**src/rtl/irrigation_pkg.sv**
```systemverilog
// Shared types and constants for the HYDRO-SURE irrigation decision block.
//   crop_e       : valid crop codes (5..15 are invalid)
//   crop_thr_t   : moisture low/high band and maximum temperature per crop
//   DEF_THR      : thresholds used for invalid crop codes
//   pump_state_e : pump FSM states (hysteresis build only)
package irrigation_pkg;

    localparam int unsigned SENSE_W    = 4;
    localparam int unsigned HOT_T      = 8;
    localparam int unsigned MIN_ON_CYC = 4;

    typedef enum logic [SENSE_W-1:0] {
        RICE      = 4'd0,
        WHEAT     = 4'd1,
        MAIZE     = 4'd2,
        COTTON    = 4'd3,
        SUGARCANE = 4'd4
    } crop_e;

    typedef struct packed {
        logic [SENSE_W-1:0] lo;
        logic [SENSE_W-1:0] hi;
        logic [SENSE_W-1:0] tmax;
    } crop_thr_t;

    localparam logic [SENSE_W-1:0] DEF_LO   = 4'd8;
    localparam logic [SENSE_W-1:0] DEF_HI   = 4'd12;
    localparam logic [SENSE_W-1:0] DEF_TMAX = 4'd11;
    localparam crop_thr_t          DEF_THR  = '{lo: DEF_LO, hi: DEF_HI, tmax: DEF_TMAX};

    typedef enum logic {
        IDLE = 1'b0,
        PUMP = 1'b1
    } pump_state_e;

endpackage

```
**src/rtl/crop_threshold_lut.sv**
```systemverilog
// Combinational crop-code to threshold lookup.
//   ct         in  4  crop type code
//   thr_c      out    {lo, hi, tmax} thresholds for the crop
//   bad_crop_c out 1  crop code not in the table (defaults applied)
module crop_threshold_lut
    import irrigation_pkg::*;
(
    input  logic [SENSE_W-1:0] ct,
    output crop_thr_t          thr_c,
    output logic               bad_crop_c
);

    crop_e crop;

    assign crop = crop_e'(ct);

    // Table lookup; anything outside the enum falls back to the defaults
    always_comb begin
        thr_c      = DEF_THR;
        bad_crop_c = 1'b0;
        case (crop)
            RICE:      thr_c = '{lo: 4'd10, hi: 4'd14, tmax: 4'd12};
            WHEAT:     thr_c = '{lo: 4'd6,  hi: 4'd10, tmax: 4'd10};
            MAIZE:     thr_c = '{lo: 4'd7,  hi: 4'd11, tmax: 4'd11};
            COTTON:    thr_c = '{lo: 4'd5,  hi: 4'd9,  tmax: 4'd13};
            SUGARCANE: thr_c = '{lo: 4'd9,  hi: 4'd13, tmax: 4'd12};
            default:   bad_crop_c = 1'b1;
        endcase
    end

endmodule

```
**src/rtl/irrigation_circuit.sv**
```systemverilog
// Smart-irrigation decision block: registered pump enable, moisture-OK and alert.
//   clk in  1  clock, rising edge
//   rst in  1  synchronous active-high reset
//   ms  in  4  moisture reading (0 dry .. 15 saturated)
//   ts  in  4  temperature reading
//   ct  in  4  crop type code
//   o1  out 1  pump enable
//   o2  out 1  moisture within crop band
//   o3  out 1  alert
// Build option: define IRR_HYSTERESIS_EN for the pump FSM with minimum on-time;
// otherwise the pump flag follows the low-moisture condition directly.
module irrigation_circuit
    import irrigation_pkg::*;
(
    input  logic               clk,
    input  logic               rst,
    input  logic [SENSE_W-1:0] ms,
    input  logic [SENSE_W-1:0] ts,
    input  logic [SENSE_W-1:0] ct,
    output logic               o1,
    output logic               o2,
    output logic               o3
);

    crop_thr_t          thr_c;
    logic               bad_crop_c;
    logic [SENSE_W-1:0] ct_q;
    logic               crop_changed_c;
    logic               hot_c;
    logic [SENSE_W:0]   eff_lo_c;
    logic               below_lo_c;
    logic               sat_c;
    logic               o2_d;
    logic               o3_d;

    crop_threshold_lut u_lut (
        .ct         (ct),
        .thr_c      (thr_c),
        .bad_crop_c (bad_crop_c)
    );

    // Hot weather raises the low threshold by one; 5 bits keeps the sum exact
    assign hot_c          = (ts >= SENSE_W'(HOT_T));
    assign eff_lo_c       = {1'b0, thr_c.lo} + {{SENSE_W{1'b0}}, hot_c};
    assign below_lo_c     = ({1'b0, ms} < eff_lo_c);
    assign sat_c          = (ms == {SENSE_W{1'b1}});
    assign crop_changed_c = (ct != ct_q);

    assign o2_d = !below_lo_c && (ms <= thr_c.hi);
    assign o3_d = (ts > thr_c.tmax) || sat_c || bad_crop_c;

    // Flag registers and crop history
    always_ff @(posedge clk) begin
        if (rst) begin
            ct_q <= '0;
            o2   <= 1'b0;
            o3   <= 1'b0;
        end else begin
            ct_q <= ct;
            o2   <= o2_d;
            o3   <= o3_d;
        end
    end

`ifdef IRR_HYSTERESIS_EN
    localparam int unsigned TMR_W = (MIN_ON_CYC > 2) ? $clog2(MIN_ON_CYC) : 1;
    localparam logic [TMR_W-1:0] TMR_LOAD = TMR_W'(MIN_ON_CYC - 1);

    pump_state_e      state_q;
    pump_state_e      state_d;
    logic [TMR_W-1:0] tmr_q;
    logic [TMR_W-1:0] tmr_d;
    logic             at_hi_c;

    assign at_hi_c = (ms >= thr_c.hi);

    // State and on-timer registers
    always_ff @(posedge clk) begin
        if (rst) begin
            state_q <= IDLE;
            tmr_q   <= '0;
        end else begin
            state_q <= state_d;
            tmr_q   <= tmr_d;
        end
    end

    // Next state: crop change and saturation override the minimum on-time
    always_comb begin
        state_d = state_q;
        tmr_d   = tmr_q;
        if (crop_changed_c) begin
            state_d = IDLE;
            tmr_d   = '0;
        end else begin
            case (state_q)
                IDLE: begin
                    if (below_lo_c) begin
                        state_d = PUMP;
                        tmr_d   = TMR_LOAD;
                    end
                end
                PUMP: begin
                    if (sat_c || (at_hi_c && (tmr_q == '0))) begin
                        state_d = IDLE;
                        tmr_d   = '0;
                    end else if (tmr_q != '0) begin
                        tmr_d = tmr_q - TMR_W'(1);
                    end
                end
                default: begin
                    state_d = IDLE;
                    tmr_d   = '0;
                end
            endcase
        end
    end

    // Pump enable decodes straight from the state flop
    always_comb begin
        o1 = (state_q == PUMP);
    end
`else
    // Pump enable without hysteresis
    always_ff @(posedge clk) begin
        if (rst) begin
            o1 <= 1'b0;
        end else begin
            o1 <= below_lo_c && !sat_c && !crop_changed_c;
        end
    end
`endif

endmodule

```
**config.mk**
```make
export PLATFORM = sky130hd
export DESIGN_NAME = irrigation_circuit
export DESIGN_NICKNAME = d
export VERILOG_FILES = /design/src/rtl/irrigation_pkg.sv /design/src/rtl/crop_threshold_lut.sv /design/src/rtl/irrigation_circuit.sv
export SDC_FILE = /design/constraint.sdc
export NUM_CORES = 1
export LEC_CHECK = 0
export ABC_AREA = 1
export ABC_CLOCK_PERIOD_IN_PS = 2900
export BUFFER_PORTS_ARGS = -buffer_cell sky130_fd_sc_hd__buf_2
export CAP_MARGIN = 20
export CORE_UTILIZATION = 50
export DETAILED_ROUTE_END_ITERATION = 8
export PLACE_DENSITY_LB_ADDON = 0.08
export SLEW_MARGIN = 10
export SYNTH_ARGS = -nofsm -noshare
export SYNTH_HDL_FRONTEND = slang
export SYNTH_SLANG_ARGS = --single-unit
```
**constraint.sdc**
```tcl
create_clock -name clk -period 2.9 [get_ports clk]
set_clock_uncertainty 0.1 [all_clocks]
set_input_delay 0.58 -clock clk [delete_from_list [all_inputs] [get_ports clk]]
set_output_delay 0.58 -clock clk [all_outputs]
set_load 0.005 [all_outputs]
```
Yosys cells after proc, flatten, opt, wreduce, memory -nomap -nowiden
Index checks and enable logic that the tools add are counted.
- bits in registers: 7
- input port bits: 14
- output and inout bits: 3
- $add $sub $neg: 1
- $lt $le $gt $ge: 4
- eq/ne operators: 6
- multiplexer cells: 2
- reductions and logical operators: 10
- operators by type and width (cell ; count):
    12-bit one-hot mux with 5 select lines ; 1
    4-bit by 2-bit == test with 1-bit output (second input constant) ; 2
    4-bit by 1-bit adder with 5-bit output ; 1
    4-bit by 5-bit less-than comparator with 1-bit output ; 1
    5-bit OR reduction ; 1
    4-bit by 1-bit == test with 1-bit output (second input constant) ; 1
    4-bit by 3-bit == test with 1-bit output (second input constant) ; 1
    4-bit == test (second input constant) ; 1
    4-bit >= comparator (second input constant) ; 1
    4-bit greater-than comparator ; 1
    4-bit less-or-equal comparator ; 1
    4-bit logical NOT ; 1
    4-bit != test ; 1
    1-bit logical AND ; 3
    1-bit logical NOT ; 3
    1-bit logical OR ; 2
    1-bit two-way mux ; 1

Depth between registers and ports, before layout
Gate-level depths: netlist of the first run.
- depth in word-level cells: 6
- gate-level depth with buffers: 13
- mapped depth without buffers: 13

By module
Synthesis of the first run repeated with hierarchy kept, for this count alone.
- cells, all modules: 131
- area, all modules: 804.5 µm²
- modules (own cells, without submodules) (module ; instances ; cells each ; area an instance (µm²)):
    irrigation_circuit ; 1 ; 102 ; 653.1
    crop_threshold_lut ; 1 ; 29 ; 151.4

Least setup slack after synthesis of the first run
OpenSTA, ideal clock, no wires.
- path kind: input to register
- start point: input ct[3]
- end point: register o2
- library setup time: 0.113 ns
- arrival: 2.122 ns
- data required time: 2.687 ns
- slack: 0.566 ns
- cell stages on the path: 13
- buffers on the path: 0
- cell sequence: nor2_2 -> inv_2 -> o22ai_1 -> ha_1 -> ha_1 -> xor2_2 -> ha_1 -> nand2_1 -> nand2_1 -> nand2_1 -> nand2_1 -> nor2_1 -> nor2_1
- cells in the longest elaborated chain, start to end: 6
- elaborated cells on any way between the ends: 11
- ends and longest elaborated chain (element ; RTL line ; source):
    start: declaration ; irrigation_circuit.sv:19 ; input logic [SENSE_W-1:0] ct,
    4-bit by 3-bit == test with 1-bit output (tied with other cells) ; crop_threshold_lut.sv:21 ; case (crop)
    12-bit one-hot mux with 5 select lines * ; crop_threshold_lut.sv:21 ;
    4-bit by 1-bit adder with 5-bit output ; irrigation_circuit.sv:44 ; assign eff_lo_c = {1'b0, thr_c.lo} + {{SENSE_W{1'b0}}, hot_c};
    4-bit by 5-bit less-than comparator with 1-bit output ; irrigation_circuit.sv:45 ; assign below_lo_c = ({1'b0, ms} < eff_lo_c);
    1-bit logical NOT ; irrigation_circuit.sv:49 ; assign o2_d = !below_lo_c && (ms <= thr_c.hi);
    1-bit logical AND * ; irrigation_circuit.sv:49 ;
    end signal: assignment ; irrigation_circuit.sv:56 ; o2 <= 1'b0;
    end signal: assignment ; irrigation_circuit.sv:60 ; o2 <= o2_d;
    end: declaration ; irrigation_circuit.sv:21 ; output logic o2,
Every way passes the cells marked *; elsewhere a longest branch is shown, timed or not.
A chain may end at the register's enable or synchronous reset.

Final worst setup path of the first run
Same ends and word-level chain as after synthesis.

==> metrics.csv, run 1 <==
stage;metric;value;unit
critical_path;crit_start;ct[3];
power;power_frac_clock;0.308;
sta;slew_headroom;0.832;
clock_tree;post-cts-setup-buffers;0;
min_path;hp-class;in2reg;
critical_path;arrival;2.40;ns
clock_tree;htreeDepth;1;
finish;drive_above_1_share;0.250;
power;p_seq_frac;0.383;
floorplan;die_x;38.1;um
sta;final.min_clock_period;2.36;ns
sta;setup_viol;0;
clock_tree;cts_tree;built;
grt;track_usage;0.188;
place;dp.cells;130;
drt;route.detailed.drc;0;
sta;max_freq;423;MHz
finish;fillers;117;
critical_path;crit_path_max_fanout;4;
power;p_sw_frac;0.300;
critical_path;cp_slowest_cell;ha_1;
logic_synthesis;synthMostInstantiatedCell;nand2_1;
logic_synthesis;netlist.area_leader.share;0.215;
sta;worstMarginPinSlew;0.251;ns
outcome;outcome;finished clean;
floorplan;pin_count;17;
logic_synthesis;synth_top_family_by_area;simple AND/OR/NAND/NOR gates;
clock_tree;cts.sink_count;7;
drt;dr.first_iter.drc_count;10;
logic_synthesis;yosys.area_share.simple;0.348;
logic_synthesis;synth_compound_area_frac;0.0788;
drt;viasPerCell;4.53;
critical_path;critPathKind;in2reg;
clock_tree;clk_latency;0.24;ns
finish;diodes;0;
logic_synthesis;netlist_instances;101;
grt;overflow;0;
logic_synthesis;avgSynthCellArea;6.44;sq um
floorplan;fp.dieArea;0.00145;sq mm
critical_path;end_kind;register;
drt;ant_nets;0;
grt;grtUsageMet1;0.239;
grt;grt_pass1_vias;532;
finish;finalNonFillerCells;134;
critical_path;worstReg2RegStart;ct_q[3];
critical_path;critPathMostFrequentCell;nand2_1;
finish;utilization;0.667;
logic_synthesis;synthFlopType;dfxtp_1;
run;drv_cap;0;
floorplan;start_util;0.563;
clock_tree;ctsResizeCount;0;
logic_synthesis;muxShareOfSynthArea;0;
logic_synthesis;seq_area_frac_synth;0.215;
critical_path;path_cells;buf_2 -> nor2_2 -> inv_2 -> o22ai_1 -> ha_1 -> ha_1 -> xor2_2 -> ha_1 -> nand2_1 -> nand2_1 -> nand2_1 -> nand2_1 -> nor2_1 -> nor2_1;
critical_path;max_stage_delay;0.26;ns
sta;slew_viol_final;0;
logic_synthesis;ys_types;18;
clock_tree;postCtsHoldBufs;0;
critical_path;crit_buf_inv;2;
power;power.density;355;mW/mm^2
power;p_comb_frac;0.309;
logic_synthesis;synth-xor-area-share;0.0250;
logic_synthesis;async_flop_share;0;
logic_synthesis;synth_top_cells_by_count;28 x nand2_1, 15 x inv_1, 13 x nor2_1;
sta;hold_viol;0;
finish;ff_latch_area;140;sq um
power;ir_drop;0.310;mV
grt;grt_use_met3;0;
min_path;hold_path.startpoint;rst;
sta;setup-tns-final;0;ns
clock_tree;cts_buffer_depth;2;
drt;vias;607;
clock_tree;clk_pin_slew;0.05;ns
place;dp.final_hpwl;1020;um
drt;drt-wirelength-per-cell;8.52;um
finish;nNetsFinal;146;
critical_path;path_delay_family;adder cells;
clock_tree;numCtsBuffers;3;
finish;area_delta_synth_final;18.5;%
grt;use_met2;0.331;
sta;final.period_utilization;0.815;
floorplan;dieHeight;38.1;um
critical_path;cp.required;2.94;ns
logic_synthesis;synthAdderAreaFrac;0.212;
drt;drt-total-wl;1140;um
logic_synthesis;synthTopCellsByArea;dfxtp_1 22%, ha_1 21%, nand2_1 16%;
sta;rsz0062_at_grt;no;
logic_synthesis;ys_warn_count;0;
finish;multi_input_area;432;sq um
grt;grt_max_degree;7;
logic_synthesis;syn_area;651;sq um
floorplan;core-area;0.00116;sq mm
power;intPower;0.191;mW
floorplan;rows;12;
critical_path;critPathLaunchType;primary input;
place;gp_congestion;0.723;
place;io_buffers;16;
logic_synthesis;synth_top_area_cell;dfxtp_1;
clock_tree;root_buffer;clkbuf_4;
grt;grt_pass1_wl;1960;um
logic_synthesis;ys_seq_elements;7;
drt;dr.pass1.iters;3;
logic_synthesis;synth_nets;126;
power;switching_power;0.0821;mW
power;p_leak;0.463;nW
grt;grt-busiest-layer;met2;
grt;antenna_found_initial;0;
logic_synthesis;synth-edff-count;0;
[kinds of logic after synthesis]
| family | Yosys count |
|---|---|
| fa+ha+maj | 11 |
| simple gates | 53 |
| buf+inv | 21 |
| flops | 7 |
| compound gates | 8 |
| xor+xnor | 1 |
[layout make-up]
| class | count | area share |
|---|---|---|
| repair buffers | 16 | 0.104 |
| well taps | 14 | 0.0227 |
| multi-input cells | 73 | 0.560 |
| flip-flops and latches | 7 | 0.182 |
| clock buffers | 4 | 0.0341 |
| inverters | 20 | 0.0974 |
[power by group through the flow]
stage	Clock (mW)	Sequential [mW]	Combinational, mW
after global routing	0.0913	0.105	0.0996
after floorplan	0	0.107	0.0577
after CTS	0.0891	0.105	0.0855
after detailed placement	0	0.107	0.0853
after global placement	0	0.106	0.0834
final	0.0841	0.105	0.0845
[worst register-to-register path, delay by kind of cell (launching register included)]
kind | cells | cell delay [ns]
flops | 1 | 0.32
buf+inv | 1 | 0.04
simple gates | 5 | 0.35
[metrics by stage]
stage               hold slack (ns)  power, mW  setup WS [ns]  cell area [sq um]
finish                        0.475      0.273          0.536                771
global route                  0.476      0.296          0.298                771
CTS                           0.463      0.279          0.535                771
detailed placement            0.493      0.192          0.269                744
global placement              0.491      0.189          0.342                744
floorplan                     0.461      0.164          0.566                651
[path summary, 6_finish.rpt]
path / to / slack [ns] / depth (start not counted)
setup / recovery: o2 / 0.54 / 14
hold / removal: ct_q[0] / 0.48 / 2
setup reg to reg: o1 / 2.03 / 6
hold reg to reg: o1 / 0.49 / 4
[flip-flops by register name, summed over array words and instances (netlist names)]
| name | cells |
|---|---|
| ct_q | 4 |
| o3 | 1 |
| o1 | 1 |
| o2 | 1 |
[cells in the final DEF, fill, tap and decap left out, drive strengths merged]
cell,Yosys,final
nand2,30,30
inv,20,20
buf,0,16
nor2,14,14
ha,11,11
nand3,7,7
dfxtp,7,7
a21oi,6,6
clkbuf,1,4
o22ai,1,1
xor2,1,1
o211ai,1,1
nand3b,1,1
nand4,1,1
[routing by layer]
layer,part of all wire,vias up
met5,0,-
met1,0.52,244
met2,0.46,8
met4,0,0
li1,-,355
met3,0.016,0
(Power assumes the default switching activity.)
==> run 2, diff against run 1 <==
ABC_CLOCK_PERIOD_IN_PS = 2000   (was 2900)
CORE_UTILIZATION = 45   (was 50)
clock period = 2 ns   (was 2.9 ns; I/O delays follow)
==> run 2 against run 1 <==
Net effect: sequential share of layout area is 3.7 points lower; count of clock-buffer cells in the layout stayed put; clock power is 58% higher; utilization is 6.6 points higher; first-iteration DRC count stayed put.
==> metrics.csv, run 2 (same netlist as run 1, synthesis figures left out) <==
stage;metric;value;unit;change
outcome;outcome;finished clean;;
power;p_leak;0.540;nW;+17%
floorplan;fp.dieArea;0.00160;sq mm;+11%
clock_tree;clk_latency;0.26;ns;+0.02 ns
finish;finalNonFillerCells;150;;+12%
drt;ant_nets;0;;unchanged
critical_path;arrival;1.99;ns;-0.41 ns
place;gp_congestion;0.711;;-1.7%
sta;max_freq;516;MHz;
finish;diodes;0;;unchanged
clock_tree;numCtsBuffers;3;;unchanged
place;dp.cells;143;;+10%
drt;drt-total-wl;1600;um;+40%
power;power.density;468;mW/mm^2;+32%
finish;final_common_cell;nand2_1;;
clock_tree;htreeDepth;1;;unchanged
critical_path;max_stage_delay;0.23;ns;-0.03 ns
finish;area_delta_synth_final;48.5;%;
place;dpl-instance-area;862;sq um;+16%
finish;largest_register;ct_q;;
critical_path;cp_slowest_cell;ha_4;;
grt;antenna_found_initial;0;;unchanged
critical_path;critPathKind;in2reg;;
grt;grt_pass1_wl;2150;um;+9.5%
clock_tree;cts.sink_count;7;;unchanged
drt;viasPerCell;4.79;;+5.7%
floorplan;start_util;0.494;;-0.0689
power;ir_drop;0.388;mV;+25%
finish;multi_input_area;504;sq um;+17%
sta;slew_headroom;0.828;;-0.00458
floorplan;core-area;0.00132;sq mm;+14%
grt;overflow;0;;unchanged
finish;largest_register_ffs;4;;unchanged
clock_tree;postCtsHoldBufs;0;;unchanged
clock_tree;clk_pin_slew;0.05;ns;about the same
clock_tree;cts_tree;built;;
floorplan;dieHeight;40.0;um;+5.1%
grt;grt_pass1_vias;591;;+11%
clock_tree;root_buffer;clkbuf_4;;
finish;final_area;966;sq um;+25%
sta;worstMarginPinSlew;0.257;ns;+0.00619 ns
critical_path;critPathLaunchType;primary input;;
grt;grt_max_degree;7;;unchanged
critical_path;cp.required;2.05;ns;-0.89 ns
floorplan;rows;13;;+1
finish;nNetsFinal;161;;+10%
sta;hold_viol;0;;unchanged
critical_path;path_cells;buf_4 -> nor2_4 -> inv_2 -> o22ai_4 -> ha_4 -> ha_4 -> xor2_4 -> ha_4 -> nand2_1 -> nand2_1 -> nand2_2 -> nand2_1 -> nor2_1 -> nor2_1;;
finish;drive_above_1_share;0.378;;+0.128
floorplan;die_x;40.0;um;+5.1%
drt;route.detailed.drc;0;;unchanged
finish;ff_latch_area;140;sq um;unchanged
drt;vias;718;;+18%
grt;track_usage;0.213;;+0.0253
min_path;hp-class;in2reg;;
drt;dr.first_iter.drc_count;10;;unchanged
sta;setup-tns-final;0;ns;unchanged
sta;final.min_clock_period;1.94;ns;
sta;slew_viol_final;0;;unchanged
sta;setup_viol;0;;unchanged
run;drv_cap;0;;unchanged
finish;final_cell_mix;27 x nand2_1, 16 x buf_4, 15 x inv_1;;
drt;drt-wirelength-per-cell;10.7;um;+25%
finish;fillers;111;;-5.1%
floorplan;pin_count;17;;unchanged
place;io_buffers;16;;unchanged
sta;final.period_utilization;0.969;;
critical_path;end_kind;register;;
clock_tree;cts_buffer_depth;2;;unchanged
drt;dr.pass1.iters;4;;+1
place;dp.final_hpwl;1240;um;+22%
critical_path;crit_path_max_fanout;3;;-1
[run 2: cell types whose count changed in the layout (fill, tap and decap cells not counted), sizes merged]
| cell | previous run | this run |
|---|---|---|
| buf | 16 | 31 |
[run 2: area by class of cell]
type                    instances  area share
inverters                      20      0.0777
repair buffers                 31       0.209
well taps                      15      0.0194
flip-flops and latches          7       0.145
clock buffers                   4      0.0272
multi-input cells              73       0.522
[run 2: critical path: cells and delay by family]
kind	cells	cell delay (ns)
buffers and inverters	2	0.19
AOI/OAI and AO/OA	1	0.21
adders and majority gates	3	0.56
xor gates and xnor gates	1	0.17
and+or+nand+nor	7	0.46
[run 2: metrics by stage]
step / setup slack, ns / hold WS [ns] / total power [mW] / utilization
2_1_floorplan: -0.0159 / 0.369 / 0.242 / -
3_3_place_gp: -0.135 / 0.491 / 0.296 / 0.654
3_5_place_dp: -0.241 / 0.498 / 0.303 / 0.654
4_1_cts: 0.0254 / 0.277 / 0.438 / 0.674
5_1_grt: -0.0250 / 0.271 / 0.488 / 0.733
6_report: 0.0624 / 0.285 / 0.452 / 0.733
[run 2: report_power, final]
group          internal (mW)  total (mW)  switching [mW]
registers              0.149       0.151         0.00281
clock network         0.0764       0.133          0.0562
logic                 0.0818       0.169          0.0868
[run 2: repair_timing]
| item | in CTS | in global routing |
|---|---|---|
| buffers inserted | 0 | 3 |
| gates resized for setup | 0 | 9 |
| endpoints found under the setup margin | 0 | 2 |
| endpoints found under the hold margin | 0 | 0 |
[run 2: routing by layer]
layer / routed length (um) / global-route usage / part of all wire / vias to the layer above
met5: 0 / 0 / 0 / -
met4: 13 / 0.0948 / 0.0081 / 0
met3: 98 / 0.111 / 0.061 / 2
met2: 813 / 0.379 / 0.51 / 20
met1: 678 / 0.200 / 0.42 / 311
li1: - / - / - / 385
[run 2: final timing paths]
check | from | to | slack, ns | depth (start not counted)
setup / recovery | ct[2] | o2 | 0.06 | 14
hold / removal | rst | ct_q[3] | 0.28 | 2
setup reg to reg | ct_q[3] | o1 | 1.04 | 6
hold reg to reg | ct_q[1] | o1 | 0.50 | 4
